$ cat config.mk
export PLATFORM = sky130hd
export DESIGN_NAME = pulse_param_scheduler
export DESIGN_NICKNAME = d
export VERILOG_FILES = /design/src/rtl/pulse_pkg.sv /design/src/rtl/period_timer.sv /design/src/rtl/pulse_param_scheduler.sv
export SDC_FILE = /design/constraint.sdc
export NUM_CORES = 1
export LEC_CHECK = 0
export CAP_MARGIN = 20
export CORE_MARGIN = 10
export CORE_UTILIZATION = 38
export DETAILED_ROUTE_END_ITERATION = 10
export PLACE_DENSITY = 0.64
export SETUP_SLACK_MARGIN = 0.15
export SKIP_CTS_REPAIR_TIMING = 1
export SLEW_MARGIN = 5
export SYNTH_ARGS = -nofsm -noshare
export SYNTH_HDL_FRONTEND = slang
export SYNTH_SLANG_ARGS = --single-unit
$ cat constraint.sdc
create_clock -name clk_pll -period 5.3 [get_ports clk_pll]
set_input_delay 1.06 -clock clk_pll [delete_from_list [all_inputs] [get_ports clk_pll]]
set_output_delay 1.06 -clock clk_pll [all_outputs]
set_load 0.05 [all_outputs]
$ cat src/rtl/pulse_pkg.sv
// pulse_pkg: shared widths, scheduler state and configuration structs.
package pulse_pkg;
   localparam int TIME_W  = 32;
   localparam int CP_W    = 8;
   localparam int BL_W    = 8;
   localparam int BLOFF_W = 16;
   localparam int SWEEP_W = 16;

   typedef enum logic {IDLE, RUN} state_t;

   typedef struct packed {
      logic [TIME_W-1:0]  per;
      logic [TIME_W-1:0]  p1wid;
      logic [TIME_W-1:0]  del;
      logic [TIME_W-1:0]  p2wid;
      logic [CP_W-1:0]    cp;
      logic [BL_W-1:0]    p_bl;
      logic [BLOFF_W-1:0] p_bl_off;
      logic               bl;
      logic               pu;
   } pulse_cfg_t;

   typedef struct packed {
      logic [TIME_W-1:0]  inc;
      logic [SWEEP_W-1:0] n;
      logic [SWEEP_W-1:0] avg;
   } sweep_cfg_t;
endpackage

$ cat src/rtl/period_timer.sv
// period_timer: master period counter with MIN_PERIOD clamp, boundary and cycle_start.
module period_timer #(
   parameter int               CNT_W      = 32,
   parameter logic [CNT_W-1:0] MIN_PERIOD = 64
) (
   input  logic             clk_pll,
   input  logic             resetn,
   input  logic             run,
   input  logic             restart,
   input  logic [CNT_W-1:0] period,
   output logic             boundary,
   output logic             cycle_start
);
   logic [CNT_W-1:0] cnt, eff_per;

   assign eff_per  = (period < MIN_PERIOD) ? MIN_PERIOD : period;
   assign boundary = run && (cnt == eff_per - 1'b1);

   always_ff @(posedge clk_pll) begin
      if (!resetn) begin
         cnt         <= '0;
         cycle_start <= 1'b0;
      end else if (restart) begin
         cnt         <= '0;
         cycle_start <= 1'b1;
      end else begin
         cnt         <= (run && !boundary) ? cnt + 1'b1 : '0;
         cycle_start <= boundary;
      end
   end
endmodule

$ cat src/rtl/pulse_param_scheduler.sv
// pulse_param_scheduler: atomic period-boundary application of pulse parameters.
// Define PULSE_DELAY_SWEEP_EN to sweep the delay across periods.
module pulse_param_scheduler
   import pulse_pkg::*;
#(
   parameter logic [31:0] MIN_PERIOD = 32'd64,
   parameter int          CNT_W      = 32
) (
   input  logic                clk_pll,
   input  logic                resetn,
   input  logic                cfg_stb,
   input  logic [TIME_W-1:0]   cfg_per,
   input  logic [TIME_W-1:0]   cfg_p1wid,
   input  logic [TIME_W-1:0]   cfg_del,
   input  logic [TIME_W-1:0]   cfg_p2wid,
   input  logic [CP_W-1:0]     cfg_cp,
   input  logic [BL_W-1:0]     cfg_p_bl,
   input  logic [BLOFF_W-1:0]  cfg_p_bl_off,
   input  logic                cfg_bl,
   input  logic                cfg_pu,
   input  logic [TIME_W-1:0]   sweep_step,
   input  logic [SWEEP_W-1:0]  sweep_n,
   input  logic [SWEEP_W-1:0]  sweep_avg,
   output logic                cfg_busy,
   output logic [TIME_W-1:0]   period,
   output logic [TIME_W-1:0]   p1width,
   output logic [TIME_W-1:0]   delay,
   output logic [TIME_W-1:0]   p2width,
   output logic [CP_W-1:0]     cpmg,
   output logic [BL_W-1:0]     pulse_block,
   output logic [BLOFF_W-1:0]  pulse_block_off,
   output logic                block,
   output logic                pump,
   output logic                cycle_start,
   output logic [SWEEP_W-1:0]  sweep_idx
);
   state_t     state;
   pulse_cfg_t cfg_in, pend_cfg, live;
   logic       pend, boundary, go, apply;

   assign cfg_in = '{per: cfg_per, p1wid: cfg_p1wid, del: cfg_del, p2wid: cfg_p2wid,
                     cp: cfg_cp, p_bl: cfg_p_bl, p_bl_off: cfg_p_bl_off, bl: cfg_bl, pu: cfg_pu};
   assign go     = (state == IDLE) && pend;
   assign apply  = go || (boundary && pend);

   period_timer #(.CNT_W(CNT_W), .MIN_PERIOD(MIN_PERIOD[CNT_W-1:0])) u_timer (
      .clk_pll    (clk_pll),
      .resetn     (resetn),
      .run        (state == RUN),
      .restart    (go),
      .period     (live.per[CNT_W-1:0]),
      .boundary   (boundary),
      .cycle_start(cycle_start)
   );

   // A strobe coinciding with an apply edge refills pending rather than being applied.
   always_ff @(posedge clk_pll) begin
      if (!resetn) begin
         state    <= IDLE;
         pend     <= 1'b0;
         pend_cfg <= '0;
         live     <= '0;
      end else begin
         if (cfg_stb) begin
            pend     <= 1'b1;
            pend_cfg <= cfg_in;
         end else if (apply) begin
            pend <= 1'b0;
         end
         if (apply) begin
            live  <= pend_cfg;
            state <= RUN;
         end
      end
   end

   assign cfg_busy        = pend;
   assign period          = live.per;
   assign p1width         = live.p1wid;
   assign p2width         = live.p2wid;
   assign cpmg            = live.cp;
   assign pulse_block     = live.p_bl;
   assign pulse_block_off = live.p_bl_off;
   assign block           = live.bl;
   assign pump            = live.pu;

`ifdef PULSE_DELAY_SWEEP_EN
   sweep_cfg_t         pend_sw, live_sw;
   logic [TIME_W-1:0]  delay_r;
   logic [SWEEP_W-1:0] idx, avg_cnt, avg_last;
   logic               adv, last;

   assign avg_last = (live_sw.avg == '0) ? '0 : live_sw.avg - 1'b1;
   assign adv      = boundary && (avg_cnt == avg_last) && (live_sw.n > 16'd1);
   assign last     = (idx == live_sw.n - 1'b1);

   // Delay tracks base + idx*inc incrementally, snapping back to base on wrap.
   always_ff @(posedge clk_pll) begin
      if (!resetn) begin
         pend_sw <= '0;
         live_sw <= '0;
         delay_r <= '0;
         idx     <= '0;
         avg_cnt <= '0;
      end else begin
         if (cfg_stb)
            pend_sw <= '{inc: sweep_step, n: sweep_n, avg: sweep_avg};
         if (apply) begin
            live_sw <= pend_sw;
            delay_r <= pend_cfg.del;
            idx     <= '0;
            avg_cnt <= '0;
         end else if (boundary) begin
            avg_cnt <= (avg_cnt == avg_last) ? '0 : avg_cnt + 1'b1;
            if (adv) begin
               idx     <= last ? '0 : idx + 1'b1;
               delay_r <= last ? live.del : delay_r + live_sw.inc;
            end
         end
      end
   end

   assign delay     = delay_r;
   assign sweep_idx = idx;
`else
   logic unused_sweep;
   assign unused_sweep = ^{sweep_step, sweep_n, sweep_avg};
   assign delay        = live.del;
   assign sweep_idx    = '0;
`endif
endmodule
==> out/metrics.csv <==
stage,metric,value,unit
outcome,status,completed,
logic_synthesis,yosys-top-cells-area,"dfxtp_1 36%, mux2i_1 8.3%, o41ai_1 7.1%, and3b_1 6.9%, o211ai_1 6.1%",
hold_path,hp-class,flip-flop to flip-flop,
die,num_io_pins,409,
logic_synthesis,yosys_warnings,0,
die,die_h,251,microns
setup_path,worstPathCellList,nor4_2 -> and4_1 -> nand2_1 -> nand2_1 -> ha_1 -> nor4b_4 -> nand2_1 -> or4_1 -> or3_1 -> a2111oi_1 -> nand4_1 -> or4_4 -> buf_12 -> o211ai_1,
sta,skew,0.0229,ns
global_route,grt_pass1_vias,18300,
routing,avgViaCountPerCell,6.07,
sta,timing.fmax,203,MHz
sta,fin_ws,0.363,ns
die,rows,84,
logic_synthesis,synth_edf_count,0,
cells_and_area,nFillCells,4909,
setup_path,critPathKind,flip-flop to flip-flop,
clock_tree,numCtsBuffers,43,
setup_path,path_buf_inv,1,
power_and_ir_drop,ir_drop,0.681,mV
setup_path,cp_max_fo,88,
clock_tree,clock_sinks,359,
global_route,grt_use_total,0.208,
routing,post-route-drc-count,0,
clock_tree,clock_latency,0.57,ns
cells_and_area,drive_gt1_frac,0.0569,
global_route,grt_overflow,0,
setup_path,crit_family,simple AND/OR/NAND/NOR gates,
sta,fin_crit,4.94,ns
sta,fin_crit_sh,0.932,
clock_tree,htreeDepth,2,
cells_and_area,final_nets,2643,
setup_path,cp.required,5.77,ns
logic_synthesis,synthDistinctLibCells,61,
routing,first_pass_iters,5,
sta,maxSlewViolCount,0,
cells_and_area,syn2layout_area_growth,24.7,%
logic_synthesis,synth-seq-cells,359,
cells_and_area,register_area,0.00720,sq mm
place,hpwl,41600,microns
place,placed_cell_area,0.0237,sq mm
sta,rsz0062_at_grt,false,
setup_path,arrival,5.40,ns
setup_path,slowest_stage,or4_4,
place,io_buffers,328,
die,fp.coreArea,0.0527,sq mm
job,drv_cap,0,
routing,first_iter_violations,1560,
die,die_w,251,microns
setup_path,r2r_slack,0.36,ns
die,dieArea,0.0629,sq mm
cells_and_area,fin_util,0.479,
setup_path,startpoint_type,flip-flop,
routing,wire_per_inst,22.2,microns
setup_path,critPathMaxStageDelay,0.65,ns
place,dp.cells,3055,
logic_synthesis,netlist_instances,2293,
setup_path,crit_top_cell,nand2_1,
global_route,grt_max_degree,276,
logic_synthesis,synth-main-ff-cell,dfxtp_1,
cells_and_area,multiInputGateArea,0.0119,sq mm
routing,totalWireLength,69600,microns
place,dpl_worst_slack,0.292,ns
clock_tree,cts_tree,yes,
setup_path,critPathCaptureType,flip-flop,
sta,worst-slew-pin-transition,1.11,ns
routing,via_count,19000,
cells_and_area,final_cells,3136,
sta,setup_viol,0,
logic_synthesis,ys_async_sr_fraction,0,
clock_tree,clockBufferDepth,3,
logic_synthesis,synth_seq_area_share,0.355,
global_route,grt_pass1_wl,109000,microns
clock_tree,root_buffer,clkbuf_16,
logic_synthesis,synth.largest_area_cell,dfxtp_1,
power_and_ir_drop,p_per_area,310,mW/mm^2
routing,ant_nets,0,
place,place_congestion,0.902,
logic_synthesis,synth.top_cell.area_share,0.355,
sta,fin_setup_tns,0,ns
global_route,antenna_found_initial,13,
clock_tree,path_clk_slew,0.06,ns
die,initial_core_util,0.384,
sta,maxSlewHeadroom,0.262,
logic_synthesis,syn_area,0.0202,sq mm
power_and_ir_drop,power_leakage,9.75,nW
logic_synthesis,synth.avg_cell_area,8.82,sq um
sta,hold_viol_final,0,
cells_and_area,design_area,0.0252,sq mm
==> cell usage after synthesis, types with 3 or more instances <==
cell type and instances:
a2111oi_0 3, a211oi_1 7, a21oi_1 8, a31oi_1 167, and2_1 3, and3_1 169, and3b_1 160, and4_1 5
buf_1 17, buf_2 12, buf_4 16, buf_6 9, clkbuf_1 261, dfxtp_1 359, inv_1 7, mux2i_1 167
nand2_1 25, nand2b_1 4, nand3_1 178, nand3b_1 3, nand4_1 12, nor2_1 19, nor2b_1 169, nor3_1 20
nor3b_1 33, nor4_1 14, o211ai_1 164, o21ai_0 6, o22ai_1 4, o41ai_1 163, or3_1 9, or4_1 6
xnor2_1 33, xor2_1 26
==> state kept, by name, summed over array words and instances, names as in the netlist <==
register / flops
p1width: 32
pend_cfg: 162
block: 1
pump: 1
delay: 32
u_timer.cnt: 32
p2width: 32
state: 1
u_timer.cycle_start: 1
pulse_block_off: 16
cfg_busy: 1
pulse_block: 8
cpmg: 8
period: 32
==> logic make-up after synthesis <==
kind of cell               after synthesis  share of synthesized area
adders and majority gates                2                    0.00124
other                                    1                   0.000185
buffers and inverters                  322                     0.0668
AOI/OAI and AO/OA                      546                      0.202
DFF                                    359                      0.355
xor gates and xnor gates                59                     0.0255
and+or+nand+nor                        835                      0.265
muxes                                  169                     0.0838
==> through the flow <==
step	power (mW)	hold slack, ns
2_1_floorplan	4.12	0.481
3_3_place_gp	4.76	0.487
3_5_place_dp	4.78	0.504
4_1_cts	7.89	0.512
5_1_grt	8.13	0.531
6_report	7.83	0.511
==> worst reg2reg max path: stages, from the launching register on <==
cell       delay [ns]
dfxtp_1          0.40
nor4_2           0.49
and4_1           0.31
nand2_1          0.14
nand2_1          0.11
ha_1             0.18
nor4b_4          0.22
nand2_1          0.16
or4_1            0.43
or3_1            0.32
a2111oi_1        0.48
nand4_1          0.25
or4_4            0.65
buf_12           0.24
o211ai_1         0.45
==> cells in the final DEF (no fill, tap or decap), types with 19 or more instances in the layout <==
cell               n
mux2i_1          167
and3_1           169
nor3b_1           33
o41ai_1          163
buf_4             33
nor2_1            19
dfxtp_1          350
o211ai_1         164
nand3_1          178
nor2b_1          167
clkbuf_16         44
nand2_1           25
xnor2_1           33
a31oi_1          167
clkdlybuf4s50_1  326
and3b_1          160
xor2_1            26
nor3_1            19
==> routing by layer <==
metal  routed length [microns]  GRT usage  part of all wire  vias up
li1                          -          -                 -     9019
met1                     29900      0.265              0.43     9342
met2                     33800      0.343              0.49      570
met3                      4530     0.0487             0.065       87
met4                      1360     0.0602             0.019       12
met5                        85          0            0.0012        -
==> where the power goes <==
| part | switching (mW) | leakage, nW | internal, mW |
|---|---|---|---|
| registers | 0.109 | 2.94 | 2.82 |
| clock network | 1.21 | 0.710 | 1.88 |
| logic | 1.29 | 6.10 | 0.528 |
| total | 2.61 | 9.75 | 5.22 |
==> worst paths after layout <==
path                 startpoint        end  depth (start not counted)
setup / recovery     period[22]   delay[4]                         14
hold / removal    pend_cfg[130]  period[0]                          2
hold reg to reg   pend_cfg[130]  period[0]                          2
setup reg to reg     period[22]   delay[4]                         14
==> cell type report <==
cell class	instances	share of cell area
clock inverter	13	0.00833
antenna	6	0.000595
sequential	359	0.286
timing repair buffer	374	0.151
tap	688	0.0341
multi-input combinational	1627	0.470
inverter	7	0.00104
clock buffer	62	0.0495
(Power assumes the default switching activity.)
